==> config.mk <==
export PLATFORM = sky130hd
export DESIGN_NAME = fru_bitstream_loader
export DESIGN_NICKNAME = d
export VERILOG_FILES = /design/src/rtl/fru_bitstream_loader.sv
export SDC_FILE = /design/constraint.sdc
export NUM_CORES = 1
export LEC_CHECK = 0
export ABC_AREA = 1
export CAP_MARGIN = 30
export CORE_MARGIN = 4
export CORE_UTILIZATION = 25
export DETAILED_ROUTE_END_ITERATION = 8
export GPL_TIMING_DRIVEN = 1
export PLACE_DENSITY = 0.43
export SLEW_MARGIN = 10
export SYNTH_ARGS = -nofsm -noshare
export SYNTH_HDL_FRONTEND = slang
export SYNTH_SLANG_ARGS = --single-unit
==> constraint.sdc <==
create_clock -name clk -period 2 [get_ports clk]
set_input_delay 0.2 -clock clk [delete_from_list [all_inputs] [get_ports clk]]
set_output_delay 0.2 -clock clk [all_outputs]
set_load 0.02 [all_outputs]
==> src/rtl/fru_bitstream_loader.sv <==
// Serial configuration bitstream loader.
// Hunts for a 16-bit sync word, shifts in a CFG_SIZE-bit payload and an 8-bit
// CRC (poly 0x07, init 0, MSB first), and publishes the payload only when the
// CRC matches. Long valid-low gaps inside a frame abort it.
// Ports:
//   clk          rising-edge clock
//   rst          asynchronous active-low reset
//   SerialIn     serial data, MSB first, sampled when StreamValid is 1
//   StreamValid  qualifies SerialIn
//   ParallelOut  last CRC-verified payload
//   CfgDone      ParallelOut holds a verified frame (state DONE)
//   CfgError     last frame failed CRC or gap check (state ERR)
//   Busy         frame in progress (LOAD, CRC, CHECK)
`timescale 1ns/1ps
module fru_bitstream_loader #(
    parameter int unsigned CFG_SIZE  = 64,
    parameter logic [15:0] SYNC_WORD = 16'hA5C3,
    parameter int unsigned GAP_LIMIT = 255
) (
    input  logic                clk,
    input  logic                rst,
    input  logic                SerialIn,
    input  logic                StreamValid,
    output logic [CFG_SIZE-1:0] ParallelOut,
    output logic                CfgDone,
    output logic                CfgError,
    output logic                Busy
);

    localparam int unsigned CNT_W = $clog2(CFG_SIZE + 1);
    localparam int unsigned GAP_W = $clog2(GAP_LIMIT + 2);

    typedef enum logic [2:0] {
        HUNT  = 3'd0,
        LOAD  = 3'd1,
        CRC   = 3'd2,
        CHECK = 3'd3,
        DONE  = 3'd4,
        ERR   = 3'd5
    } state_t;

    state_t              state, state_d;
    logic [15:0]         window, window_d;
    logic [CFG_SIZE-1:0] shadow, shadow_d;
    logic [CFG_SIZE-1:0] pout_d;
    logic [7:0]          crc_calc, crc_calc_d;
    logic [7:0]          crc_rx, crc_rx_d;
    logic [CNT_W-1:0]    bit_cnt, bit_cnt_d;
    logic [GAP_W-1:0]    gap_cnt, gap_cnt_d;
    logic                done_d, error_d, busy_d;

    logic [15:0] window_shift;
    logic [7:0]  crc_step;
    logic        crc_fb;

    // Next-state, datapath and registered-output decode
    always_comb begin
        state_d    = state;
        window_d   = window;
        shadow_d   = shadow;
        pout_d     = ParallelOut;
        crc_calc_d = crc_calc;
        crc_rx_d   = crc_rx;
        bit_cnt_d  = bit_cnt;
        gap_cnt_d  = gap_cnt;

        window_shift = {window[14:0], SerialIn};
        crc_fb       = crc_calc[7] ^ SerialIn;
        crc_step     = {crc_calc[6:0], 1'b0} ^ (crc_fb ? 8'h07 : 8'h00);

        case (state)
            HUNT, DONE, ERR: begin
                if (StreamValid) begin
                    window_d = window_shift;
                    if (window_shift == SYNC_WORD) begin
                        state_d    = LOAD;
                        window_d   = 16'h0000;
                        crc_calc_d = 8'h00;
                        crc_rx_d   = 8'h00;
                        bit_cnt_d  = '0;
                        gap_cnt_d  = '0;
                    end
                end
            end
            LOAD: begin
                if (StreamValid) begin
                    shadow_d   = {shadow[CFG_SIZE-2:0], SerialIn};
                    crc_calc_d = crc_step;
                    gap_cnt_d  = '0;
                    if (bit_cnt == CNT_W'(CFG_SIZE - 1)) begin
                        state_d   = CRC;
                        bit_cnt_d = '0;
                    end else begin
                        bit_cnt_d = bit_cnt + CNT_W'(1);
                    end
                end else if (gap_cnt == GAP_W'(GAP_LIMIT)) begin
                    state_d   = ERR;
                    gap_cnt_d = '0;
                    bit_cnt_d = '0;
                end else begin
                    gap_cnt_d = gap_cnt + GAP_W'(1);
                end
            end
            CRC: begin
                if (StreamValid) begin
                    crc_rx_d  = {crc_rx[6:0], SerialIn};
                    gap_cnt_d = '0;
                    if (bit_cnt == CNT_W'(7)) begin
                        state_d   = CHECK;
                        bit_cnt_d = '0;
                    end else begin
                        bit_cnt_d = bit_cnt + CNT_W'(1);
                    end
                end else if (gap_cnt == GAP_W'(GAP_LIMIT)) begin
                    state_d   = ERR;
                    gap_cnt_d = '0;
                    bit_cnt_d = '0;
                end else begin
                    gap_cnt_d = gap_cnt + GAP_W'(1);
                end
            end
            CHECK: begin
                // Only a verified payload ever reaches the output register
                if (crc_rx == crc_calc) begin
                    pout_d  = shadow;
                    state_d = DONE;
                end else begin
                    state_d = ERR;
                end
            end
            default: state_d = HUNT;
        endcase

        // Flags registered from the next state so they track the state register
        done_d  = (state_d == DONE);
        error_d = (state_d == ERR);
        busy_d  = (state_d == LOAD) || (state_d == CRC) || (state_d == CHECK);
    end

    // State, datapath and output registers
    always_ff @(posedge clk or negedge rst) begin
        if (!rst) begin
            state       <= HUNT;
            window      <= 16'h0000;
            shadow      <= '0;
            ParallelOut <= '0;
            crc_calc    <= 8'h00;
            crc_rx      <= 8'h00;
            bit_cnt     <= '0;
            gap_cnt     <= '0;
            CfgDone     <= 1'b0;
            CfgError    <= 1'b0;
            Busy        <= 1'b0;
        end else begin
            state       <= state_d;
            window      <= window_d;
            shadow      <= shadow_d;
            ParallelOut <= pout_d;
            crc_calc    <= crc_calc_d;
            crc_rx      <= crc_rx_d;
            bit_cnt     <= bit_cnt_d;
            gap_cnt     <= gap_cnt_d;
            CfgDone     <= done_d;
            CfgError    <= error_d;
            Busy        <= busy_d;
        end
    end

endmodule

# Word-level counts from Yosys, hierarchy flattened
# Index checks and enable logic that the tools add are counted.
dict set report totals {
  regBits 181
  latch_bits 0
  ram_bits 0
  mem_bits_ro 0
  input_bits 4
  output_inout_bits 67
  elab_cells 80
  mem_count 0
}
dict set report classes {
  n_addsub 2
  mul 0
  div_mod_pow 0
  order_cmp 0
  eq_ne 19
  shift 0
  n_mux 30
  bitwise_logic 2
  n_reduce_logical 16
}
# cell n
set op_table {}
lappend op_table {{$mux 7} 7}
lappend op_table {{$mux 9} 4}
lappend op_table {{$mux 8} 4}
lappend op_table {{$pmux 8 s2} 2}
lappend op_table {{$mux 3} 8}
lappend op_table {{$pmux 7 s3} 1}
lappend op_table {{$pmux 9 s2} 1}
lappend op_table {{$eq 16x16->1 const B} 1}
lappend op_table {{$mux 15} 1}
lappend op_table {{$eq 3x2->1 const B} 4}
lappend op_table {{$eq 3x3->1 const B} 4}
lappend op_table {{$pmux 3 s4} 1}
lappend op_table {{$add 9x1->9 const B} 1}
lappend op_table {{$eq 9x8->1 const B} 1}
lappend op_table {{$eq 8x8->1} 1}
lappend op_table {{$ne 2x2->1 const B} 4}
lappend op_table {{$reduce_and 4->1} 2}
lappend op_table {{$xor 8x3->8} 1}
lappend op_table {{$add 7x1->7 const B} 1}
lappend op_table {{$eq 7x3->1 const B} 1}
lappend op_table {{$eq 7x6->1 const B} 1}
lappend op_table {{$eq 3x1->1 const B} 2}
lappend op_table {{$reduce_and 2->1} 3}
lappend op_table {{$reduce_and 3->1} 2}
lappend op_table {{other kinds (8)} 11}

# Longest topological paths before layout
# Gate-level depths: netlist (run 1).
dict set report depth {
  depth_word 7
  depth_mapped 11
  mapped_depth_nobuf 11
}

# Worst setup path after synthesis (run 1)
# Ideal clock, no wire load.
dict set report synth_path {
  kind {flip-flop to flip-flop}
  startpoint {register gap_cnt[0]}
  endpoint {register bit_cnt[0]}
  setup_time_ps 127
  arrival_time_ps 1395
  t_required_ps 1873
  slack_ps 478
  stages_incl_launch_ff 10
  path_buffers 1
  synth_period_minus_slack_ps 1522
  cell_sequence {dfrtp_1 ha_1 nand2_1 nor2_1 nand3_1 buf_2 nand2_1 nand2_1 o211ai_1 nand3_1}
}
dict set report synth_between {
  elab_chain_cells 4
  word_cells_on_any_way 5
  cone_classes {1 x eq/ne; 4 x mux}
}
# element line
set synth_lines {}
lappend synth_lines {{from (decl)} 49} ;# logic [GAP_W-1:0] gap_cnt, gap_cnt_d;
lappend synth_lines {{from (signal assigned)} 162} ;# gap_cnt <= gap_cnt_d;
lappend synth_lines {{$eq 9x8->1 *} {96, 114}}
lappend synth_lines {{$mux 7 *} -}
lappend synth_lines {{$mux 7 (on tied branches)} -}
lappend synth_lines {{$pmux 7 s3 *} -}
lappend synth_lines {{to (signal assigned)} 161} ;# bit_cnt <= bit_cnt_d;
lappend synth_lines {{to (decl)} 48} ;# logic [CNT_W-1:0] bit_cnt, bit_cnt_d;
# Every way passes the cells marked *; elsewhere a longest branch is shown, timed or not.
# A chain may end at the register's enable or synchronous reset.

# Worst setup path after layout (run 1)
dict set report layout_path {
  startpoint {register gap_cnt[0]}
  endpoint {register bit_cnt[4]}
}
# Same word-level chain as after synthesis.

==> results of run 1 <==
-- flip-flops by register name (all words and copies together) (netlist names) --
register     count
state            3
Busy             1
crc_calc         8
gap_cnt          9
bit_cnt          7
ParallelOut     64
CfgError         1
window          15
shadow          64
CfgDone          1
crc_rx           8
-- where the power goes --
group,switching [µW],internal [µW],total [µW]
Sequential,349,4080,4430
Combinational,1970,977,2950
Clock,1660,1680,3330
Total,3970,6730,10700
-- through the flow --
step	cell area, µm²	util (%)	hold WS, ps	setup slack, ps
floorplan	7700	-	-95.6	478
global placement	8900	29.6	142	161
detailed placement	8900	29.6	148	118
CTS	9500	31.6	242	232
global route	9500	31.6	258	39.4
finish	9500	31.6	240	244
-- worst max-delay path, stage by stage (launching register included) --
cell and delay, ps:
dfrtp_1 400, ha_1 180, nand2_1 90, nor2_1 260, nand3_1 160, buf_4 220
a21oi_1 130, nor2_1 50, o21ai_0 60, o21ai_0 90
-- cells by family (layout without fill, tap and decap cells) --
logic type	after synthesis	after routing	synth area share (%)
AO/OA/AOI/OAI	183	183	12.1
XOR/XNOR	10	10	1.14
adder cells (fa/ha/maj)	2	2	0.325
buffers and inverters	142	226	7.85
flip-flops	181	181	58.8
AND/OR/NAND/NOR	345	345	19.8
-- final timing paths --
path                                          endpoint  depth (start not counted)
max in group asynchronous      crc_calc[3]$_DFFE_PN0P_                          3
hold / removal             ParallelOut[38]$_DFFE_PN0P_                          2
hold reg to reg                 window[14]$_DFFE_PN0P_                          2
setup reg to reg                bit_cnt[4]$_DFFE_PN0P_                          9
min in group clk                window[14]$_DFFE_PN0P_                          2
setup / recovery                bit_cnt[4]$_DFFE_PN0P_                          9
-- final cells by class --
cell class	count	area (µm²)
fillers	3150	20500
flip-flops and latches	181	4530
multi-input cells	540	2580
repair buffers	90	920
well taps	390	488
clock buffers	18	429
inverters	104	393
clock inverters	14	154
-- synthesized netlist by cell type, drive strengths merged (3+ instances only) --
library cell and number:
nand2 246, nor3 5, nor2 34, xnor2 7
buf 19, xor2 3, inv 104, nand4 13
o21ai 161, nand3 44, a21oi 19, dfrtp 181
clkbuf 19
-- repair_timing --
item,in CTS,in global routing
endpoints found under the setup margin,0,0
endpoints found under the hold margin,31,0
hold buffers,1,0
-- per-layer routing --
layer / routed length (µm) / vias up
li1: - / 2893
met1: 8410 / 2646
met4: 165 / 0
met5: 0 / -
met3: 667 / 13
met2: 7280 / 80
==> key figures, run 1 <==
CTS
  – Post-CTS Setup Inserts: 0
  – Max Root-Sink Buffers: 2
  – Worst-Skew Late Latency: 440 ps
  – CTS tree: done
  – Sink Count: 181
  – Reg clk slew, reported paths: 80 ps
  – CTS Buf Count: 17
  – H-tree levels: 4
  – Cts repair resizes: 0
  – Root Buffer: clkbuf_16

Detailed routing
  – Routed len/inst: 12.4 µm
  – Drt first pass iters: 4
  – # DRC: 0
  – Antenna-violating nets left: 0
  – Final wirelength: 16500 µm
  – Drt initial violations: 290
  – Via count: 5632
  – Vias per inst: 4.21

Layout
  – Number of diodes: 0
  – Most common cell after layout, fill and taps aside: nand2_1
  – Nets: 940
  – Non-filler cells, final: 1337
  – Commonest cells after routing, fill and taps aside: 239 x nand2_1, 181 x dfrtp_1, 154 x o21ai_0
  – Layout area overhead: 23.3%
  – Fraction of layout cells with a size suffix above 1: 8.34%

Timing
  – Slew Viols, Final: 0
  – Final hold violation count: 0
  – Final period utilization: 87.8%
  – Worst slew margin: 67.9%
  – Unrepaired setup endpoints after global routing: false
  – Final setup fails: 0
  – Period minus WS final: 1760 ps
  – Worst Tran Pin Value: 482 ps
  – Setup TNS: 0 ps
  – Fmax: 569 MHz
  – Clk_skew: 18.9 ps

Job
  – Max-cap violations: 0

Critical path
  – Worst EP required: 2310 ps
  – CP max FO: 11
  – CP Capture Type: flop
  – Flop2flop setup slack: 240 ps
  – Type of origin of the critical path: flop
  – CP Class: flop to flop
  – CP arrival: 2070 ps
  – Crit. Startpoint: gap_cnt[0]$_DFFE_PN0P_
  – Reg2reg start: gap_cnt[0]$_DFFE_PN0P_

Power
  – Power Dens Cells: 1130 nW/µm²
  – Total power: 10700 µW
  – Max VDD drop: 0.637 mV
  – Leak pwr: 0.00428 µW

Synth
  – Yosys top cell area share: 58.8%
  – Cells after Synth: 863
  – Yosys cell types: 32
  – Post-synth design cell area: 7700 µm²
  – Post-synthesis async set-or-reset flop share: 100%
  – Syn avg cell area: 8.92 µm²
  – Post-Syn Nets: 869
  – Ys flop type: dfrtp_1
  – EDFF count, synth: 0
  – Synth warn: 0
  – Post-synth top area cell: dfrtp_1
  – Top post-synthesis cells by area: dfrtp_1 59%, nand2_1 12%, o21ai_0 10%
  – Sequential area share after synthesis: 58.8%
  – Yosys reg bits: 181

Global routing
  – Routing usage on met3: 2.45%
  – Vias in the first global route: 5647
  – Antenna violations before repair: 0
  – First-pass GRT wire length: 28900 µm
  – Grt total ovfl: 0
  – Largest net degree at the start of global routing: 129
  – GRT busiest layer: met2
  – GR Util met1: 14.5%
  – Gr usage total: 10.4%
  – GR Util met2: 16.2%

Floorplan
  – Core ar.: 30000 µm²
  – Rows: 63
  – Chip height: 183 µm
  – Die ar.: 33700 µm²
  – I/O Pins: 71
  – Starting Density: 25.6%
  – Die Wd: 183 µm

Status
  – Outcome: completed

Place
  – HPWL Detailed: 10700 µm
  – Number of buffers added on ports: 70
  – GPL Wtd Cong: 0.750
  – Cells after DPL: 1304

Worst hold path
  – Min-Delay Path Class: input port to asynchronous set/reset pin
Note: power is estimated with default switching activity, not from simulation.
==> run 2, diff against run 1 <==
--- a/config.mk
+++ b/config.mk
@@ -10,9 +10,9 @@
 export CORE_MARGIN = 4
 export CORE_UTILIZATION = 25
 export DETAILED_ROUTE_END_ITERATION = 8
-export GPL_TIMING_DRIVEN = 1
+export GPL_TIMING_DRIVEN = 0
 export PLACE_DENSITY = 0.43
-export SLEW_MARGIN = 10
+export SLEW_MARGIN = 40
 export SYNTH_ARGS = -nofsm -noshare
 export SYNTH_HDL_FRONTEND = slang
 export SYNTH_SLANG_ARGS = --single-unit
==> run 2 against run 1 <==
Effect of this change:
- combinational power is 1% higher
- cell count is 1.5% higher
- die area stayed put
- clock skew is 2.0 ps lower
- power is 1.8% higher
- sequential share of layout area is 0.47 points lower
- sequential power hardly changed
- critical path depth is 2 lower
- largest power group unchanged
==> key figures, run 2 (synthesis results as in run 1) <==
Place
  – HPWL Detailed: 12500 µm (+16%)
  – GPL Wtd Cong: 0.770 (+2.6%)
  – Number of buffers added on ports: 69 (-1.4%)
  – Cells after DPL: 1325 (+1.6%)

Layout
  – Largest regs: ParallelOut: 64 flops, shadow: 64 flops, window: 15 flops
  – Area of the multi-input gates: 2570 µm² (-0.58%)
  – Commonest cells after routing, fill and taps aside: 239 x nand2_1, 180 x dfrtp_1, 154 x o21ai_0
  – Non-filler cells, final: 1357 (+1.5%)
  – Number of diodes: 0 (unchanged)
  – Fill count: 3210 (+1.9%)
  – Nets: 960 (+2.1%)
  – Most common cell after layout, fill and taps aside: nand2_1
  – Layout area overhead: 24.6%
  – Register area: 4530 µm² (about the same)
  – Fraction of layout cells with a size suffix above 1: 8.79% (+0.45 points)

Detailed routing
  – Vias per inst: 4.25 (+0.82%)
  – # DRC: 0 (unchanged)
  – Via count: 5763 (+2.3%)
  – Routed len/inst: 13.2 µm (+7.0%)
  – Final wirelength: 17900 µm (+8.6%)
  – Antenna-violating nets left: 0 (unchanged)
  – Drt initial violations: 353 (+22%)
  – Drt first pass iters: 5 (+1)

Timing
  – Worst Tran Pin Value: 531 ps (+48.7 ps)
  – Final period utilization: 90.2% (+2.4 points)
  – Final setup fails: 0 (unchanged)
  – Worst slew margin: 64.6% (-3.2 points)
  – Fmax: 555 MHz (-2.6%)
  – Unrepaired setup endpoints after global routing: false
  – Clk_skew: 16.9 ps (-2.03 ps)
  – Slew Viols, Final: 0 (unchanged)
  – Final hold violation count: 0 (unchanged)
  – Period minus WS final: 1800 ps (+47.2 ps)

Floorplan
  – I/O Pins: 71 (unchanged)
  – Chip height: 183 µm (unchanged)
  – Die Wd: 183 µm (unchanged)
  – Die ar.: 33700 µm² (unchanged)
  – Rows: 63 (unchanged)
  – Core ar.: 30000 µm² (unchanged)
  – Starting Density: 25.6% (unchanged)

Global routing
  – Grt total ovfl: 0 (unchanged)
  – Vias in the first global route: 5756 (+1.9%)
  – Largest net degree at the start of global routing: 56 (-57%)
  – First-pass GRT wire length: 30400 µm (+5.5%)
  – Gr usage total: 11.0% (+0.67 points)
  – Antenna violations before repair: 0 (unchanged)

CTS
  – Root Buffer: clkbuf_16
  – Post-CTS Setup Inserts: 0 (unchanged)
  – H-tree levels: 4 (unchanged)
  – Sink Count: 181 (unchanged)
  – Max Root-Sink Buffers: 2 (unchanged)
  – Worst-Skew Late Latency: 430 ps (about the same)
  – CTS tree: done
  – CTS Buf Count: 17 (unchanged)
  – Reg clk slew, reported paths: 80 ps (about the same)

Job
  – Max-cap violations: 0 (unchanged)

Status
  – Outcome: completed

Critical path
  – Flop2flop setup slack: 200 ps (-50 ps)
  – CP Class: flop to flop
  – CP max FO: 10 (-1)
  – Worst EP required: 2340 ps (+30 ps)
  – CP arrival: 2140 ps (+70 ps)
  – Worst path slowest cell: dfrtp_1
  – Worst path cell trace: inv_1 > nand2_4 > nor2_1 > nand3_1 > buf_2 > clkbuf_1 > o21ai_0
  – CP Capture Type: flop
  – Largest stage delay, worst path: 420 ps (+20 ps)
  – Type of origin of the critical path: flop

Power
  – Power Dens Cells: 1140 nW/µm² (+0.78%)
  – Max VDD drop: 0.638 mV (+0.12%)
  – Leak pwr: 0.00431 µW (+0.75%)
  – Total power: 10900 µW (+1.8%)

Worst hold path
  – Min-Delay Path Class: input port to asynchronous set/reset pin
==> run 2: changes by cell type in the layout (fill, tap and decap cells not counted), sizes merged <==
| cell | delta |
|---|---|
| clkbuf | +17 |
| buf | +4 |
| bufinv | +1 |
| clkdlybuf4s50 | -1 |
| clkinv | -1 |
| clkinvlp | -1 |
| inv | +1 |
==> run 2: metal layers <==
metal	part of all wire, %	vias up	track usage [%]
met4	0.51	0	2.38
met2	45	76	16.9
met1	52	2735	16.1
met3	3.1	8	2.41
met5	0	-	0
li1	-	2944	-
==> run 2: timing repair <==
item                                   in CTS  in global routing
gates resized for setup                     0                  6
setup endpoints to repair                   0                 20
endpoints found under the hold margin      72                  0
hold buffers                                1                  0
==> run 2: worst paths after layout <==
kind / endpoint / cells after the start / startpoint
max in group asynchronous: crc_rx[2]$_DFFE_PN0P_ / 5 / rst
worst max register to register: ParallelOut[44]$_DFFE_PN0P_ / 7 / state[2]$_DFF_PN0_
min in group clk: bit_cnt[0]$_DFFE_PN0P_ / 4 / StreamValid
worst min-delay path: shadow[36]$_DFFE_PN0P_ / 2 / rst
worst min register to register: window[14]$_DFFE_PN0P_ / 2 / window[14]$_DFFE_PN0P_
worst max-delay path: ParallelOut[44]$_DFFE_PN0P_ / 7 / state[2]$_DFF_PN0_
==> run 2: stage by stage <==
step                TNS [ps]  utilization [%]  hold slack (ps)  setup WS [ps]  area (µm²)
CTS                        0             31.9              159           96.1        9590
global placement    -1346150             29.6              462          -7440        8880
finish                     0             31.9              185            197        9590
floorplan                  0                -            -95.6            478        7700
global route               0             31.9              180           2.57        9590
detailed placement     -1250             29.9             43.4           -150        8960
==> run 2: area by class of cell <==
cell class / count / area share [%]
flip-flops and latches: 181 / 47.2
multi-input cells: 540 / 26.8
repair buffers: 73 / 8.22
well taps: 390 / 5.09
clock buffers: 18 / 4.47
inverters: 104 / 4.10
plain buffers: 37 / 2.19
clock inverters: 14 / 1.94
==> run 2: power by group <==
group	leakage, µW	switching, µW	internal [µW]
sequential	0.00247	353	4080
clock	0.000300	1660	1820
combinational	0.00153	2000	986
total	0.00431	4020	6890
==> run 2: critical path: cells and delay by family (launching register included) <==
family,cells,cell delay [ps]
simple gates,3,440
flops,1,420
buf+inv,3,620
compound gates,1,230
==> run 3, diff against run 2 <==
--- a/config.mk
+++ b/config.mk
@@ -7,7 +7,6 @@
 export LEC_CHECK = 0
 export ABC_AREA = 1
 export CAP_MARGIN = 30
-export CORE_MARGIN = 4
 export CORE_UTILIZATION = 25
 export DETAILED_ROUTE_END_ITERATION = 8
 export GPL_TIMING_DRIVEN = 0
==> run 3 against run 2 <==
Effect of this change:
- critical path depth is the same
- critical path type unchanged
- first-iteration DRC count grew 29%
- largest cell class unchanged
- largest power group unchanged
- critical endpoint is now ParallelOut[35]$_DFFE_PN0P_
- cell area shrank 0.29%
- wire length shrank 1.8%
- register-to-register slack is essentially flat
- clock power shrank 3%
- worst hold slack gained 3.4 ps
- sequential power is essentially flat
==> key figures, run 3 (synthesis results as in run 1) <==
Detailed routing
  – Routed len/inst: 13.0 µm (-1.8%)
  – Drt first pass iters: 4 (-1)
  – Via count: 5770 (+0.12%)
  – Final wirelength: 17600 µm (-1.8%)
  – Drt initial violations: 457 (+29%)
  – # DRC: 0 (unchanged)
  – Antenna-violating nets left: 0 (unchanged)
  – Vias per inst: 4.25 (+0.12%)

CTS
  – H-tree levels: 4 (unchanged)
  – Post-CTS Setup Inserts: 0 (unchanged)
  – CTS Buf Count: 17 (unchanged)
  – CTS tree: done
  – Reg clk slew, reported paths: 90 ps (about the same)
  – Max Root-Sink Buffers: 2 (unchanged)
  – Root Buffer: clkbuf_16
  – Sink Count: 181 (unchanged)
  – Worst-Skew Late Latency: 440 ps (about the same)

Place
  – Cell Area, Placed: 8940 µm² (-0.31%)
  – HPWL Detailed: 12100 µm (-2.9%)
  – Number of buffers added on ports: 69 (unchanged)
  – GPL Wtd Cong: 0.738 (-4.2%)

Timing
  – Setup TNS: 0 ps (unchanged)
  – Period minus WS final: 1820 ps (+13.4 ps)
  – Slew Viols, Final: 0 (unchanged)
  – Final period utilization: 90.8% (+0.67 points)
  – Worst Tran Pin Value: 541 ps (+9.77 ps)
  – Unrepaired setup endpoints after global routing: false
  – Fmax: 550 MHz (-0.74%)
  – Final setup fails: 0 (unchanged)
  – Clk_skew: 24.0 ps (+7.11 ps)
  – Worst slew margin: 64.0% (-0.65 points)
  – Final hold violation count: 0 (unchanged)
  – Hold WS: 188 ps (+3.35 ps)

Layout
  – Layout area overhead: 24.2%
  – Fraction of layout cells with a size suffix above 1: 8.58% (-0.21 points)
  – Nets: 960 (unchanged)
  – Final core utilization: 31.9% (about the same)
  – Fill count: 3168 (-1.3%)
  – Post-route design area: 9570 µm² (-0.29%)
  – Most common cell after layout, fill and taps aside: nand2_1
  – Commonest cells after routing, fill and taps aside: 239 x nand2_1, 180 x dfrtp_1, 154 x o21ai_0
  – Largest regs: ParallelOut: 64 flops, shadow: 64 flops, window: 15 flops
  – Number of diodes: 0 (unchanged)

Global routing
  – Gr usage total: 12.0% (+0.94 points)
  – Largest net degree at the start of global routing: 70 (+25%)
  – Antenna violations before repair: 0 (unchanged)
  – First-pass GRT wire length: 30300 µm (-0.45%)
  – Vias in the first global route: 5868 (+1.9%)
  – Grt total ovfl: 0 (unchanged)

Critical path
  – CP Class: flop to flop
  – Delay-heaviest family, CP: buffers and inverters
  – Type of origin of the critical path: flop
  – Largest stage delay, worst path: 420 ps (about the same)
  – Worst path cell trace: inv_1 > nand2_4 > nor2_1 > nand3_1 > buf_2 > clkbuf_1 > o21ai_0
  – Worst path slowest cell: dfrtp_1
  – CP arrival: 2120 ps (-20 ps)
  – CP Capture Type: flop
  – CP max FO: 10 (unchanged)
  – Worst EP required: 2310 ps (-30 ps)
  – Bufs and invs on worst path: 3 (unchanged)

Power
  – Leak pwr: 0.00429 µW (-0.49%)
  – Max VDD drop: 0.651 mV (+2.0%)
  – Power Dens Cells: 1130 nW/µm² (-0.68%)
  – Total power: 10800 µW (-0.96%)

Job
  – Max-cap violations: 0 (unchanged)

Floorplan
  – Die Wd: 177 µm (-3.3%)
  – I/O Pins: 71 (unchanged)
  – Chip height: 177 µm (-3.3%)
  – Die ar.: 31500 µm² (-6.4%)
  – Starting Density: 25.7% (+0.067 points)
  – Rows: 63 (unchanged)
  – Core ar.: 30000 µm² (-0.26%)

Status
  – Outcome: completed

Worst hold path
  – Min-Delay Path Class: input port to flop
[run 3: cell types whose count changed in the layout (fill, tap and decap cells not counted)]
cell       change
buf_16         -1
clkbuf_8       +1
bufinv_16      -1
inv_8          -4
clkinv_8       +2
inv_6          +2
clkinv_4       +1
clkbuf_1       +2
nor2_4         +1
clkbuf_2       -2
nor2_2         -1
[run 3: stage by stage]
stage,setup WS [ps],cells
finish,183,1357
global route,32.3,1357
detailed placement,-139,1324
CTS,136,1357
global placement,-7430,1322
floorplan,478,863
[run 3: path summary, 6_finish.rpt]
check / slack, ps / start / depth (start not counted) / end
max in group asynchronous: 1010 / rst / 3 / gap_cnt[1]$_DFFE_PN0P_
worst min register to register: 480 / window[14]$_DFFE_PN0P_ / 2 / window[14]$_DFFE_PN0P_
worst max register to register: 180 / state[2]$_DFF_PN0_ / 7 / ParallelOut[35]$_DFFE_PN0P_
worst max-delay path: 180 / state[2]$_DFF_PN0_ / 7 / ParallelOut[35]$_DFFE_PN0P_
worst min-delay path: 190 / StreamValid / 4 / bit_cnt[0]$_DFFE_PN0P_
min in group asynchronous: 260 / rst / 2 / ParallelOut[36]$_DFFE_PN0P_
[run 3: timing repair]
item,4_1_cts,5_1_grt
hold buffers,1,0
endpoints found under the hold margin,50,0
gates resized for setup,0,3
endpoints found under the setup margin,0,7
[run 3: final cells by class]
| class | instances | area (µm²) | share of cell area, % |
|---|---|---|---|
| Tap cell | 390 | 488 | 5.10 |
| Timing Repair Buffer | 72 | 761 | 7.95 |
| Clock buffer | 18 | 439 | 4.59 |
| Clock inverter | 14 | 170 | 1.78 |
| Buffer | 38 | 211 | 2.21 |
| Sequential cell | 181 | 4530 | 47.4 |
| Inverter | 104 | 393 | 4.11 |
| Multi-Input combinational cell | 540 | 2570 | 26.9 |
[run 3: report_power, final]
part	switching (µW)	leakage, µW	internal [µW]
clock network	1640	0.000295	1720
logic	2010	0.00152	982
registers	359	0.00247	4080
total	4010	0.00429	6790
[run 3: tightest hold or removal path, delay by kind of cell]
family | cells | cell delay [ps]
simple gates | 2 | 140
compound gates | 1 | 80
buf+inv | 1 | 150
[run 3: routing by layer]
layer	GRT usage, %	wire length [µm]
met3	1.99	516
met4	3.95	138
met5	0	0
met1	16.7	8940
met2	18.8	8020
